===== src/rtl/id_hazard_scoreboard_pkg.sv =====
// Shared constants and channel-slice helper for the decode-stage hazard scoreboard.
package id_hazard_scoreboard_pkg;
    localparam int AW          = 5;
    localparam int DW          = 32;
    localparam int NREG        = 2 ** AW;
    localparam int NUM_FWD_DEF = 3;
    localparam int CNT_W_DEF   = 2;

    // Low bit of channel ch inside a flattened bus of w-bit lanes.
    function automatic int ch_lo(input int ch, input int w);
        return ch * w;
    endfunction
endpackage


===== src/rtl/id_hazard_scoreboard_fwd_select.sv =====
// Priority forwarding match and mux for one decode operand; produces the value and a hazard flag.
module id_hazard_scoreboard_fwd_select #(
    parameter int NUM_FWD = id_hazard_scoreboard_pkg::NUM_FWD_DEF,
    parameter int AW      = id_hazard_scoreboard_pkg::AW,
    parameter int DW      = id_hazard_scoreboard_pkg::DW
) (
    input  logic [AW-1:0]         addr,
    input  logic                  en,
    input  logic [DW-1:0]         rf_rdata,
    input  logic                  pend_nz,
    input  logic [NUM_FWD-1:0]    fwd_valid,
    input  logic [NUM_FWD*AW-1:0] fwd_dest,
    input  logic [NUM_FWD-1:0]    fwd_data_ok,
    input  logic [NUM_FWD*DW-1:0] fwd_data,
    output logic [DW-1:0]         value,
    output logic                  hazard
);
    import id_hazard_scoreboard_pkg::*;

    logic found;

    always_comb begin
        value  = rf_rdata;
        hazard = 1'b0;
        found  = 1'b0;
        if (en && addr != '0) begin
            // Channel 0 is the youngest producer, so the first match wins.
            for (int i = 0; i < NUM_FWD; i++) begin
                if (!found && fwd_valid[i] && fwd_dest[ch_lo(i, AW) +: AW] == addr) begin
                    found  = 1'b1;
                    value  = fwd_data[ch_lo(i, DW) +: DW];
                    hazard = !fwd_data_ok[i];
                end
            end
            if (!found) begin
                hazard = pend_nz;
            end
        end else begin
            value = '0;
        end
    end
endmodule


===== src/rtl/id_hazard_scoreboard.sv =====
// Decode-stage operand forwarding and hazard unit with per-register pending-write counters.
module id_hazard_scoreboard #(
    parameter int NUM_FWD = id_hazard_scoreboard_pkg::NUM_FWD_DEF,
    parameter int AW      = id_hazard_scoreboard_pkg::AW,
    parameter int DW      = id_hazard_scoreboard_pkg::DW,
    parameter int CNT_W   = id_hazard_scoreboard_pkg::CNT_W_DEF
) (
    input  logic                  clk,
    input  logic                  resetn,
    input  logic                  id_valid,
    input  logic [AW-1:0]         id_rj,
    input  logic                  id_rj_en,
    input  logic [AW-1:0]         id_rkd,
    input  logic                  id_rkd_en,
    input  logic [AW-1:0]         id_dest,
    input  logic                  id_gr_we,
    input  logic                  id_issue,
    input  logic [DW-1:0]         rf_rdata1,
    input  logic [DW-1:0]         rf_rdata2,
    input  logic [NUM_FWD-1:0]    fwd_valid,
    input  logic [NUM_FWD*AW-1:0] fwd_dest,
    input  logic [NUM_FWD-1:0]    fwd_data_ok,
    input  logic [NUM_FWD*DW-1:0] fwd_data,
    input  logic [NUM_FWD-1:0]    fwd_cancel,
    input  logic                  retire_we,
    input  logic [AW-1:0]         retire_dest,
    output logic [DW-1:0]         rj_value,
    output logic [DW-1:0]         rkd_value,
    output logic                  ready_go,
    output logic                  pend_full,
    output logic [31:0]           stall_cnt,
    output logic                  err_underflow
);
    import id_hazard_scoreboard_pkg::*;

    localparam int               NUM_REG = 1 << AW;
    localparam logic [CNT_W-1:0] CNT_MAX = '1;

    logic [CNT_W-1:0] pending    [NUM_REG];
    logic [CNT_W-1:0] pending_nx [NUM_REG];
    logic             uflow;
    int               net;
    logic             hazard_rj;
    logic             hazard_rkd;

    id_hazard_scoreboard_fwd_select #(.NUM_FWD(NUM_FWD), .AW(AW), .DW(DW)) u_sel_rj (
        .addr        (id_rj),
        .en          (id_rj_en),
        .rf_rdata    (rf_rdata1),
        .pend_nz     (pending[id_rj] != '0),
        .fwd_valid   (fwd_valid),
        .fwd_dest    (fwd_dest),
        .fwd_data_ok (fwd_data_ok),
        .fwd_data    (fwd_data),
        .value       (rj_value),
        .hazard      (hazard_rj)
    );

    id_hazard_scoreboard_fwd_select #(.NUM_FWD(NUM_FWD), .AW(AW), .DW(DW)) u_sel_rkd (
        .addr        (id_rkd),
        .en          (id_rkd_en),
        .rf_rdata    (rf_rdata2),
        .pend_nz     (pending[id_rkd] != '0),
        .fwd_valid   (fwd_valid),
        .fwd_dest    (fwd_dest),
        .fwd_data_ok (fwd_data_ok),
        .fwd_data    (fwd_data),
        .value       (rkd_value),
        .hazard      (hazard_rkd)
    );

    assign pend_full = id_gr_we && (id_dest != '0) && (pending[id_dest] == CNT_MAX);
    assign ready_go  = !hazard_rj && !hazard_rkd && !pend_full;

    // Net all same-cycle events per register, then clamp: below zero is an error, above max saturates.
    always_comb begin
        uflow         = 1'b0;
        net           = 0;
        pending_nx[0] = '0;
        for (int r = 1; r < NUM_REG; r++) begin
            net = int'(pending[r]);
            if (id_issue && id_gr_we && id_dest == AW'(r)) begin
                net = net + 1;
            end
            if (retire_we && retire_dest == AW'(r)) begin
                net = net - 1;
            end
            for (int i = 0; i < NUM_FWD; i++) begin
                if (fwd_cancel[i] && fwd_valid[i] && fwd_dest[ch_lo(i, AW) +: AW] == AW'(r)) begin
                    net = net - 1;
                end
            end
            if (net < 0) begin
                pending_nx[r] = '0;
                uflow         = 1'b1;
            end else if (net > int'(CNT_MAX)) begin
                pending_nx[r] = CNT_MAX;
            end else begin
                pending_nx[r] = CNT_W'(net);
            end
        end
    end

    always_ff @(posedge clk) begin
        if (!resetn) begin
            for (int r = 0; r < NUM_REG; r++) begin
                pending[r] <= '0;
            end
            stall_cnt     <= '0;
            err_underflow <= 1'b0;
        end else begin
            for (int r = 0; r < NUM_REG; r++) begin
                pending[r] <= pending_nx[r];
            end
            if (id_valid && !ready_go) begin
                stall_cnt <= stall_cnt + 32'd1;
            end
            if (uflow) begin
                err_underflow <= 1'b1;
            end
        end
    end
endmodule


===== config.mk =====
export PLATFORM = sky130hd
export DESIGN_NAME = id_hazard_scoreboard
export DESIGN_NICKNAME = d
export VERILOG_FILES = /design/src/rtl/id_hazard_scoreboard_pkg.sv /design/src/rtl/id_hazard_scoreboard_fwd_select.sv /design/src/rtl/id_hazard_scoreboard.sv
export SDC_FILE = /design/constraint.sdc
export NUM_CORES = 1
export LEC_CHECK = 0
export CAP_MARGIN = 30
export CELL_PAD_IN_SITES_DETAIL_PLACEMENT = 0
export CELL_PAD_IN_SITES_GLOBAL_PLACEMENT = 1
export CORE_ASPECT_RATIO = 0.6
export CORE_MARGIN = 3
export CORE_UTILIZATION = 35
export DETAILED_ROUTE_END_ITERATION = 7
export HOLD_SLACK_MARGIN = 0.15
export PLACE_DENSITY_LB_ADDON = 0.1
export SLEW_MARGIN = 20
export SYNTH_ARGS = -nofsm -noshare
export SYNTH_HDL_FRONTEND = slang
export SYNTH_SLANG_ARGS = --single-unit

===== constraint.sdc =====
create_clock -name clk -period 6.5 [get_ports clk]
set_input_delay 0.65 -clock clk [delete_from_list [all_inputs] [get_ports clk]]
set_output_delay 0.65 -clock clk [all_outputs]
set_load 0.01 [all_outputs]

* Word level (Yosys, flattened, before mapping)
Memory sizes are Yosys's and may differ from the RTL's.
Index checks and enable logic that the tools add are counted.
** Storage, ports and cells
- Memory bits (writable) :: 64
- Input bits :: 212
- Word-level logic and storage cells :: 919
- Memories :: 1
- Register bits :: 33
** Cells by class
- Magnitude comparators :: 62
- Bitwise operators :: 32
- Add/sub/neg operators :: 156
- Muxes and demuxes :: 312
- Reductions and logical operators :: 192
- Equal/unequal tests :: 162
** Memory list
- pending :: depth 32, bits a word 2, rd ports 34, clocked after Yosys merged registers in 0, write ports 32, RTL line id_hazard_scoreboard.sv:39 : logic [CNT_W-1:0] pending [NUM_REG];
** Operators by type and width (number)
- 2-to-1 mux 32 bit :: 132
- subtractor 32 x 2 -> 32 bit (second input constant) :: 124
- > comparator 32 x 3 -> 1 bit (second input constant) :: 31
- < comparator 32 x 1 -> 1 bit (second input constant) :: 31
- equality test 5 bit (second input constant) :: 80
- equality test 5 x 4 -> 1 bit (second input constant) :: 40
- 2-to-1 mux 2 bit :: 94
- logical AND 1 bit :: 176
- equality test 5 x 3 -> 1 bit (second input constant) :: 20
- adder 2 x 1 -> 3 bit (second input constant) :: 31
- 2-to-1 mux 3 bit :: 31
- 2-to-1 mux 1 bit :: 55
- equality test 5 x 2 -> 1 bit (second input constant) :: 10
- adder 32 x 1 -> 32 bit (second input constant) :: 1
- OR 1 bit :: 32
- equality test 5 bit :: 6
- equality test 5 x 1 -> 1 bit (second input constant) :: 5
- nonzero test 5 bit :: 3
- zero test 1 bit :: 11
- nonzero test 2 bit :: 2
- equality test 2 bit (second input constant) :: 1

* Depth between registers and ports, before layout
- Word-level depth :: 43
- Gate-level depth with buffers :: 25
- Depth with buffers taken out :: 22

* By module
From an unflattened synthesis, not the netlist that was laid out.
** Unflattened totals
- Cells, all modules :: 3550
- Area total of the unflattened synthesis :: 25246.7 sq um
** By module, submodules not included
- id_hazard_scoreboard :: seq. area each 1901.8 sq um, cells an instance 3100, instances 1, area each 22311.4 sq um
- id_hazard_scoreboard_fwd_select :: seq. area each 0.0 sq um, cells an instance 225, instances 2, area each 1467.7 sq um

* Worst setup path before layout
Ideal clock, no wire load.
- Path kind :: in2reg
- Start :: in id_issue
- End :: reg err_underflow
- Setup time :: 125 ps
- Path buffers :: 4
- Setup slack :: 1069 ps
- Data arrival time :: 5306 ps
- Cell stages on the path :: 23
- Cells stage by stage :: buf_2 -> nand3b_1 -> clkbuf_1 -> clkbuf_1 -> clkbuf_1 -> nor2_1 -> a21boi_0 -> ha_1 -> and3_1 -> a21o_1 -> ha_1 -> mux2_2 -> ha_1 -> inv_1 -> or3_1 -> xnor2_1 -> xnor2_1 -> nor4b_1 -> a221o_1 -> a21oi_1 -> nor4bb_1 -> nand4_1 -> o41a_1
** On the way
- Cells in the longest elaborated chain, start to end :: 43
- Elaborated cells on any way between the ends :: 373
- Classes of those cells :: add/sub (124); order compare (31); mux (186); reduce/logical (32)
** Ends and longest elaborated chain
- start: declaration :: RTL line id_hazard_scoreboard.sv:17 : input logic id_issue,
- logical AND 1 bit (*) :: RTL line id_hazard_scoreboard.sv:82 : if (id_issue && id_gr_we && id_dest == AW'(r)) begin
- logical AND 1 bit :: RTL line id_hazard_scoreboard.sv:82
- 2-to-1 mux 3 bit :: RTL line id_hazard_scoreboard.sv:82
- subtractor 32 x 2 -> 32 bit :: RTL line id_hazard_scoreboard.sv:86 : net = net - 1;
- 2-to-1 mux 32 bit :: RTL line id_hazard_scoreboard.sv:85 : if (retire_we && retire_dest == AW'(r)) begin
- subtractor 32 x 2 -> 32 bit :: RTL line id_hazard_scoreboard.sv:90 : net = net - 1;
- 2-to-1 mux 32 bit :: RTL line id_hazard_scoreboard.sv:89 : if (fwd_cancel[i] && fwd_valid[i] && fwd_dest[ch_lo(i, AW) +: AW] == AW'(r)) begin
- subtractor 32 x 2 -> 32 bit :: RTL line id_hazard_scoreboard.sv:90
- 2-to-1 mux 32 bit :: RTL line id_hazard_scoreboard.sv:89
- subtractor 32 x 2 -> 32 bit :: RTL line id_hazard_scoreboard.sv:90
- 2-to-1 mux 32 bit :: RTL line id_hazard_scoreboard.sv:89
- < comparator 32 x 1 -> 1 bit :: RTL line id_hazard_scoreboard.sv:93 : if (net < 0) begin
- 2-to-1 mux 1 bit (30 in series) :: RTL line id_hazard_scoreboard.sv:93
- 2-to-1 mux 1 bit (*) :: RTL line id_hazard_scoreboard.sv:93
- end signal: assignment :: RTL line id_hazard_scoreboard.sv:110 : err_underflow <= 1'b0;
- end signal: assignment :: RTL line id_hazard_scoreboard.sv:119 : err_underflow <= 1'b1;
- end: declaration :: RTL line id_hazard_scoreboard.sv:32 : output logic err_underflow
Mark *: on every way between the ends. The rest lies on a longest branch, timed or not.
A chain may end at the register's enable or synchronous reset.

* Worst setup path after layout
- Start :: in id_dest[3]
- End :: reg err_underflow
** On the way
- Cells in the longest elaborated chain, start to end :: 43
- Elaborated cells on any way between the ends :: 403
- Classes of those cells :: add/sub (124); order compare (31); eq/ne (31); mux (186); reduce/logical (31)
** Ends and longest elaborated chain
- start: declaration :: RTL line id_hazard_scoreboard.sv:15 : input logic [AW-1:0] id_dest,
- equality test 5 x 1 -> 1 bit :: RTL line id_hazard_scoreboard.sv:82
- logical AND 1 bit :: RTL line id_hazard_scoreboard.sv:82
- 2-to-1 mux 3 bit :: RTL line id_hazard_scoreboard.sv:82
- subtractor 32 x 2 -> 32 bit :: RTL line id_hazard_scoreboard.sv:86
- 2-to-1 mux 32 bit :: RTL line id_hazard_scoreboard.sv:85
- subtractor 32 x 2 -> 32 bit :: RTL line id_hazard_scoreboard.sv:90
- 2-to-1 mux 32 bit :: RTL line id_hazard_scoreboard.sv:89
- subtractor 32 x 2 -> 32 bit :: RTL line id_hazard_scoreboard.sv:90
- 2-to-1 mux 32 bit :: RTL line id_hazard_scoreboard.sv:89
- subtractor 32 x 2 -> 32 bit :: RTL line id_hazard_scoreboard.sv:90
- 2-to-1 mux 32 bit :: RTL line id_hazard_scoreboard.sv:89
- < comparator 32 x 1 -> 1 bit :: RTL line id_hazard_scoreboard.sv:93
- 2-to-1 mux 1 bit (30 in series) :: RTL line id_hazard_scoreboard.sv:93
- 2-to-1 mux 1 bit (*) :: RTL line id_hazard_scoreboard.sv:93
Marks and branches as above.

==> metrics.txt <==
area of the multi-input gates 20,050 sq um; DR DRC count 0; total CTS buffers 9; root buf cell clkbuf_16; Synth area leader ha_1; synth warn 0; std cell rows 72; final number of max-transition violations 0; TNS Setup 0 ns; fillcell total 6,625; crit path time final 6.215 ns; initial antenna violation count 17; VDD IR-drop max 0.1127 mV; Routed Wire Length 121,300 microns; Worst Path Required 6.82 ns; post-CTS sizing 0; status complete, no violations; Hold WS 0.5294 ns; register area share after synthesis 8.272%; top post-synthesis cells by count 473 x nor2_1, 302 x nand2_1, 188 x clkbuf_1; Synth-to-Final Area Change 21.84%; GP Congestion 0.9954; Final HPWL DP 98,350 microns; CTS Buffer Depth 2; unrepaired setup endpoints after global routing no; Net Count, Synth 3,693; Slew @ Worst Pin 1.106 ns; drt first pass iters 6; largest net degree at the start of global routing 50; Routed met1 length 56,870 microns; CP Max Fanout 25; Fin. Hold Viols 0; total die area 68,900 sq um; nets@finish 3,963; post-route ant nets 0; final core utilization 43.31%; Met3 Wirelength 14,280 microns; I/O Pins 311; pwr dens 118.1 nW/um^2; Slowest Stage Delay on Critical Path 0.69 ns; number of synthesized flops with an enable pin 0; Final Setup Violations 0; Synth async-reset ratio 0%; Max-Cap Viols 0; hold depth 2; final std cells w/o fill 4,426; Initial Util 35.55%; Peak Freq 160.9 MHz; Startpoint Class input port; vias per cell 6.360; GRT overflow 0; Overall Global Routing Usage 34.06%; layout cells sized above 1 8.798%; uppermost layer routed met5; Critical Setup Path Class input port to flop; distinct cell type count after synthesis 97; Power Total 0.003307 W; syn_area_per_cell 6.980 sq um; HP Class flop to flop; Mapped Cells 3,294; DR iter-0 viols 3,615; most common flop cell mapped by yosys dfxtp_1; Wirelength per Cell 27.40 microns; Die Span X 336.9 microns; Slew headroom 26.30%; DIE HEIGHT 204.5 microns; Seq cells post-synth 95; PortBufs 310; CTS tree done; Final Skew 0.02486 ns; final period utilization 95.61%; Yosys top cell area share 10.18%; static leakage 10.07 nW; Area contributors post-synth ha_1 10%, dfxtp_1 8.3%, nor2_1 7.7%, xnor2_1 5.6%, nand2_1 4.9%; number of global-route vias before repair 25,730; synthesized area 22,990 sq um; number of post-CTS setup repair buffers 0; top-count cell post-synth nor2_1; Core Area 64,680 sq um; first-pass GRT wire length 174,900 microns; R2R cell count 15; Slowest cell on crit path or4_1; FF+latch area 1902 sq um; most used cell, CP ha_1; critical path, cell by cell clkdlybuf4s50_1 > buf_4 > nand4b_1 > nor2_2 > xnor2_1 > ha_1 > and3_1 > a31o_2 > ha_1 > nor2_1 > nor2_1 > ha_1 > nand2_1 > nor3_1 > a211oi_1 > a2111oi_0 > a21oi_1 > or4b_1 > or4_1 > o41a_1; WL met2 47,100 microns; Clk Latency, worst-skew pair 0.43 ns; vias 28,150; Critical Path AT 6.53 ns; placed cell count 4,402; H-tree depth 3; Worst-path clk slew 0.11 ns; hold buffer count at cts 0; Crit. End Element flop; clock sinks 95
-- cell usage in the layout (no fill, tap or decap), types with 18 or more instances in the layout --
cell type	instances
o21a_1	20
a21boi_0	37
inv_1	79
clkdlybuf4s50_1	307
o211ai_1	21
a211oi_1	78
o2111ai_1	28
a221oi_1	21
dfxtp_1	95
nor4_1	30
nor2_1	473
mux2i_1	100
and2_1	31
nand2_1	302
a21oi_1	185
mux4_2	24
a22oi_1	20
a31oi_1	43
or3_1	37
nand2b_1	27
nand4_1	67
nand3_1	154
xor2_1	96
and3_1	56
buf_4	156
xnor2_1	148
o31ai_1	28
mux2_2	36
o21ai_0	118
nand3b_1	18
ha_1	187
nor3_1	86
o22ai_1	18
nand4b_1	20
-- sequential cells by signal (all words and copies together), names as in the netlist --
name and cells:
stall_cnt 32, pending 62, err_underflow 1
-- critical path, delay by kind of cell --
kind            cells  cell delay, ns
compound gates      5            1.33
fa+ha+maj           3            0.79
xor+xnor            1            0.11
simple gates        9            2.71
buf+inv             2            0.90
-- report_power, final --
group          total [W]  switching, W  internal [W]
logic            0.00194       0.00112      0.000816
clock network   0.000649      0.000372      0.000277
registers       0.000720     0.0000957      0.000624
total            0.00331       0.00159       0.00172
-- layout make-up --
type,count,share of cell area (%)
multi-input combinational,2904,71.55
timing repair buffer,473,15.61
sequential,95,6.789
tap,851,3.801
inverter,81,1.085
clock buffer,9,0.8039
clock inverter,7,0.3082
antenna,6,0.05360
-- kinds of logic (layout without fill, tap and decap cells) --
logic type	count (synthesis)	count (layout)	share of synthesized area, %
and+or+nand+nor	1464	1464	32.07
AOI/OAI and AO/OA	831	831	25.22
buffers and inverters	295	570	4.909
xor gates and xnor gates	259	259	10.74
adders and majority gates	189	189	10.26
muxes	161	161	8.527
DFF	95	95	8.272
other	0	6	0
-- worst paths after layout --
kind / start / endpoint / slack [ns]
setup / recovery: id_dest[3] / err_underflow$_SDFFE_PN0P_ / 0.29
hold / removal: stall_cnt[25]$_SDFFE_PN0P_ / stall_cnt[25]$_SDFFE_PN0P_ / 0.53
setup reg to reg: pending[31][0]$_SDFF_PP0_ / err_underflow$_SDFFE_PN0P_ / 1.15
hold reg to reg: stall_cnt[25]$_SDFFE_PN0P_ / stall_cnt[25]$_SDFFE_PN0P_ / 0.53
-- metrics by stage --
stage / setup slack [ns] / instance area, sq um
detailed placement: -0.1788 / 27670
finish: 0.2852 / 28010
global placement: -0.02812 / 27670
CTS: 0.2606 / 27980
floorplan: 1.069 / 22990
global route: 0.01830 / 28000
-- routing by layer --
metal  vias up  GRT usage, %
li1      12940             -
met1     13650         51.05
met2      1388         45.70
met3       162         11.30
met4        12         8.307
met5         -             0
Note: power is estimated with default switching activity, not from simulation.
